===== src/rtl/pe_sad.sv =====
// rtl/pe_sad.sv - SAD processing element for the motion-estimation systolic array
module pe_sad #(
    parameter int WIDTH = 8
) (
    input  logic             clk,
    input  logic             reset,
    input  logic [WIDTH-1:0] R,
    input  logic [WIDTH-1:0] S1,
    input  logic [WIDTH-1:0] S2,
    input  logic             S1S2mux,
    input  logic             newdist,
    output logic [WIDTH-1:0] accumulate,
    output logic [WIDTH-1:0] rpipe,
    output logic             carry
);

    logic [WIDTH-1:0] s_sel;
    logic [WIDTH-1:0] diff;
    logic [WIDTH:0]   sum;

    always_comb begin
        s_sel = S1S2mux ? S1 : S2;
        diff  = (R >= s_sel) ? (R - s_sel) : (s_sel - R);
        sum   = {1'b0, accumulate} + {1'b0, diff};
    end

    // Once saturated, the accumulator re-saturates on every add, so it holds all ones.
    always_ff @(posedge clk) begin
        if (reset) begin
            accumulate <= '0;
            rpipe      <= '0;
            carry      <= 1'b0;
        end else begin
            rpipe <= R;
            if (newdist) begin
                accumulate <= diff;
                carry      <= 1'b0;
            end else if (sum[WIDTH]) begin
                accumulate <= '1;
                carry      <= 1'b1;
            end else begin
                accumulate <= sum[WIDTH-1:0];
            end
        end
    end

endmodule


===== config.mk =====
export PLATFORM = sky130hd
export DESIGN_NAME = pe_sad
export DESIGN_NICKNAME = d
export VERILOG_FILES = /design/src/rtl/pe_sad.sv
export SDC_FILE = /design/constraint.sdc
export NUM_CORES = 1
export LEC_CHECK = 0
export ABC_AREA = 1
export CAP_MARGIN = 20
export CORE_MARGIN = 4
export CORE_UTILIZATION = 54
export CTS_CLUSTER_DIAMETER = 200
export CTS_CLUSTER_SIZE = 28
export DETAILED_ROUTE_END_ITERATION = 8
export GPL_ROUTABILITY_DRIVEN = 0
export PLACE_DENSITY = 0.95
export SLEW_MARGIN = 0
export SYNTH_ARGS = -nofsm -noshare
export SYNTH_HDL_FRONTEND = slang
export SYNTH_SLANG_ARGS = --single-unit
export TNS_END_PERCENT = 30

===== constraint.sdc =====
create_clock -name clk -period 12.56 [get_ports clk]
set_clock_uncertainty 0.05 [all_clocks]
set_input_delay 3.768 -clock clk [delete_from_list [all_inputs] [get_ports clk]]
set_output_delay 3.768 -clock clk [all_outputs]
set_load 0.05 [all_outputs]

==> impl_metrics.env <==
export IMPL_status="completed"
export IMPL_seqCellArea_um2=340.3
export IMPL_path_clk_slew_ns=0.12
export IMPL_hold_path_depth=4
export IMPL_multi_input_area_um2=1270
export IMPL_die_area_um2=4467
export IMPL_nFillCells=309
export IMPL_syn_area_um2=1869
export IMPL_irDropWorstVdd_mv=0.04980
export IMPL_worstSkewPairLatency_ns=0.32
export IMPL_syn_inst=301
export IMPL_htree_levels=1
export IMPL_drt_iter0_markers=117
export IMPL_start_kind="primary input"
export IMPL_syn2layout_area_growth_pct=26.71
export IMPL_synth_top_family_by_area="simple AND/OR/NAND/NOR gates"
export IMPL_yosys_area_share_simple_pct=35.21
export IMPL_dp_cells=387
export IMPL_ys_types=27
export IMPL_track_usage_pct=20.93
export IMPL_clk_path_buf_depth=2
export IMPL_insertedDiodeCount=0
export IMPL_maxCapViolations=0
export IMPL_routed_wl_um=4355
export IMPL_post_cts_setup_buffers=0
export IMPL_p_leak_nw=1.326
export IMPL_post_route_period_util_pct=58.02
export IMPL_portBuffers=44
export IMPL_synth_xor_area_share_pct=3.748
export IMPL_drive_above_1_share_pct=5.217
export IMPL_drc=0
export IMPL_clkSinkCount=17
export IMPL_reg2reg_from="accumulate[0]$_SDFF_PP0_"
export IMPL_die_w_um=66.84
export IMPL_finalPower_mw=0.3461
export IMPL_hold_viol=0
export IMPL_synthAdderAreaFrac_pct=19.28
export IMPL_fin_setup_tns_ns=0
export IMPL_start_util_pct=56.02
export IMPL_min_from="carry$_SDFFE_PP0P_"
export IMPL_core_um2=3337
export IMPL_ys_seq_area_share_pct=18.21
export IMPL_ctsResizeCount=0
export IMPL_final_cells=391
export IMPL_overflow=0
export IMPL_place_area_um2=2341
export IMPL_end_kind="flop"
export IMPL_fp_row_count=21
export IMPL_vias=1930
export IMPL_powerDensity_nw_per_um2=146.1
export IMPL_reg2reg_depth=11
export IMPL_required_ns=12.74
export IMPL_first_pass_iters=4
export IMPL_antenna_found_initial=0
export IMPL_cp_arrival_ns=7.46
export IMPL_worstHoldPathType="reg2reg"
export IMPL_synth_compound_area_share_pct=9.170
export IMPL_cts_tree="built"
export IMPL_numCtsBuffers=3
export IMPL_post_route_min_period_ns=7.287
export IMPL_ant_nets=0
export IMPL_wl_per_cell_um=11.14
export IMPL_pin_count=45
export IMPL_final_max_slew_viol_count=0
export IMPL_grt_pass1_wl_um=7196
export IMPL_maxClockFrequency_mhz=137.2
export IMPL_crit_fanout=15
export IMPL_worst_slew_pin_slew_ns=0.5165
export IMPL_vias_per_cell=4.936
export IMPL_dieHeight_um=66.84
export IMPL_dp_hpwl_um=3665
export IMPL_setup_violations=0
export IMPL_syn_avg_cell_area_um2=6.210
export IMPL_slew_headroom_pct=65.44
export IMPL_min_to="carry$_SDFFE_PP0P_"
export IMPL_synthMuxAreaShare_pct=0.5355
export IMPL_cts_hold_buf=0
export IMPL_cts_root_buf="clkbuf_4"
export IMPL_design_area_um2=2369
export IMPL_synth_nets=356
export IMPL_grt_pass1_vias=1767
export IMPL_grt_max_degree=16
export IMPL_synth_seq_cells=17
export IMPL_worstSetupPathType="in2reg"
export IMPL_r2r_end="accumulate[6]$_SDFF_PP0_"
export IMPL_r2r_slack_ns=10.70
export IMPL_final_nets=401
export IMPL_rsz0062_at_grt="no"
export IMPL_synth_warnings=0
==> critical path: stages <==
cell             delay (ns)
clkdlybuf4s50_1        0.74
o21ai_0                0.21
inv_1                  0.09
ha_1                   0.14
inv_1                  0.07
fa_1                   0.41
nand3_1                0.09
nand2_1                0.12
nand2_2                0.12
nand2_1                0.06
nor2_2                 0.15
nand3_1                0.12
nand2_1                0.08
inv_1                  0.04
ha_1                   0.31
a21oi_1                0.20
o21ai_0                0.15
a21oi_2                0.34
o21ai_1                0.13
nand2_1                0.08
nand2_1                0.06
==> cells by family (layout without fill, tap and decap cells) <==
| kind of cell | after synthesis | after routing |
|---|---|---|
| flip-flops | 17 | 17 |
| AO/OA/AOI/OAI | 27 | 27 |
| adder cells (fa/ha/maj) | 27 | 27 |
| XOR/XNOR | 8 | 8 |
| AND/OR/NAND/NOR | 155 | 155 |
| buffers and inverters | 66 | 110 |
| multiplexers | 1 | 1 |
==> layout make-up <==
class / instances / area share [%]
clock inverters: 1 / 0.2113
clock buffers: 3 / 0.9509
multi-input cells: 218 / 53.62
flip-flops and latches: 17 / 14.37
repair buffers: 44 / 18.59
inverters: 62 / 9.826
well taps: 46 / 2.430
==> per-layer routing <==
| metal | global-route usage [%] | share of wire [%] | vias to the layer above |
|---|---|---|---|
| met5 | 0 | 0 | - |
| met4 | 9.898 | 2.7 | 0 |
| met3 | 4.722 | 6.0 | 15 |
| met2 | 38.37 | 50 | 69 |
| met1 | 22.34 | 41 | 838 |
| li1 | - | - | 1008 |
==> where the power goes <==
part / internal [mW] / switching, mW
clock network: 0.0119 / 0.0211
registers: 0.0649 / 0.00589
logic: 0.0907 / 0.152
==> flip-flops by register name (all words and copies together), names as in the netlist <==
name,cells
rpipe,8
accumulate,8
carry,1
==> worst max path at each step <==
stage | start | to | depth (start not counted)
2_1_floorplan | S1S2mux | accumulate[5]$_SDFF_PP0_ | 22
3_3_place_gp | S1S2mux | accumulate[7]$_SDFF_PP0_ | 21
3_5_place_dp | S1S2mux | accumulate[2]$_SDFF_PP0_ | 21
4_1_cts | S1S2mux | accumulate[5]$_SDFF_PP0_ | 21
5_1_grt | S1S2mux | accumulate[5]$_SDFF_PP0_ | 21
6_report | S1S2mux | accumulate[2]$_SDFF_PP0_ | 21
==> cells in the mapped netlist <==
library cell   n  area [um2]
nand3b_1       1       7.510
ha_1          24       300.3
and2_1         1       6.260
nand2_1       96       360.4
buf_6          1       11.26
xnor2_1        4       35.03
nand2_2        4       25.02
clkbuf_1       2       7.510
o21ai_2        3       26.28
mux2i_1        1       10.01
a21oi_1       10       50.05
fa_1           3       60.06
o21ai_0        8       40.04
inv_1         62       232.7
nor2_2         1       6.260
a21oi_2        3       26.28
buf_4          1       7.510
o21ai_1        1       5.000
nand4_1        1       6.260
a21o_1         1       7.510
nor2_4         1       11.26
dfxtp_1       17       340.3
nor2_1        22       82.58
nand3_4        1       17.52
nand3_1       27       135.1
a21oi_4        1       16.27
xor2_1         4       35.03
==> layout by cell type (no fill, tap or decap), drive strengths merged <==
cell	count
nand2	100
inv	62
clkdlybuf4s50	44
nand3	28
ha	24
nor2	24
dfxtp	17
a21oi	14
o21ai	12
xnor2	4
xor2	4
fa	3
clkbuf	3
nand4	1
nand3b	1
mux2i	1
and2	1
a21o	1
clkinv	1
==> through the flow <==
| step | util, % | worst slack [ns] | hold WS, ns |
|---|---|---|---|
| 2_1_floorplan | - | 5.951 | 0.6733 |
| 3_3_place_gp | 70.15 | 5.149 | 0.4602 |
| 3_5_place_dp | 70.15 | 4.977 | 0.4543 |
| 4_1_cts | 70.98 | 5.292 | 0.4732 |
| 5_1_grt | 70.98 | 4.886 | 0.5186 |
| 6_report | 70.98 | 5.273 | 0.4739 |
Note: power is estimated with default switching activity, not from simulation.
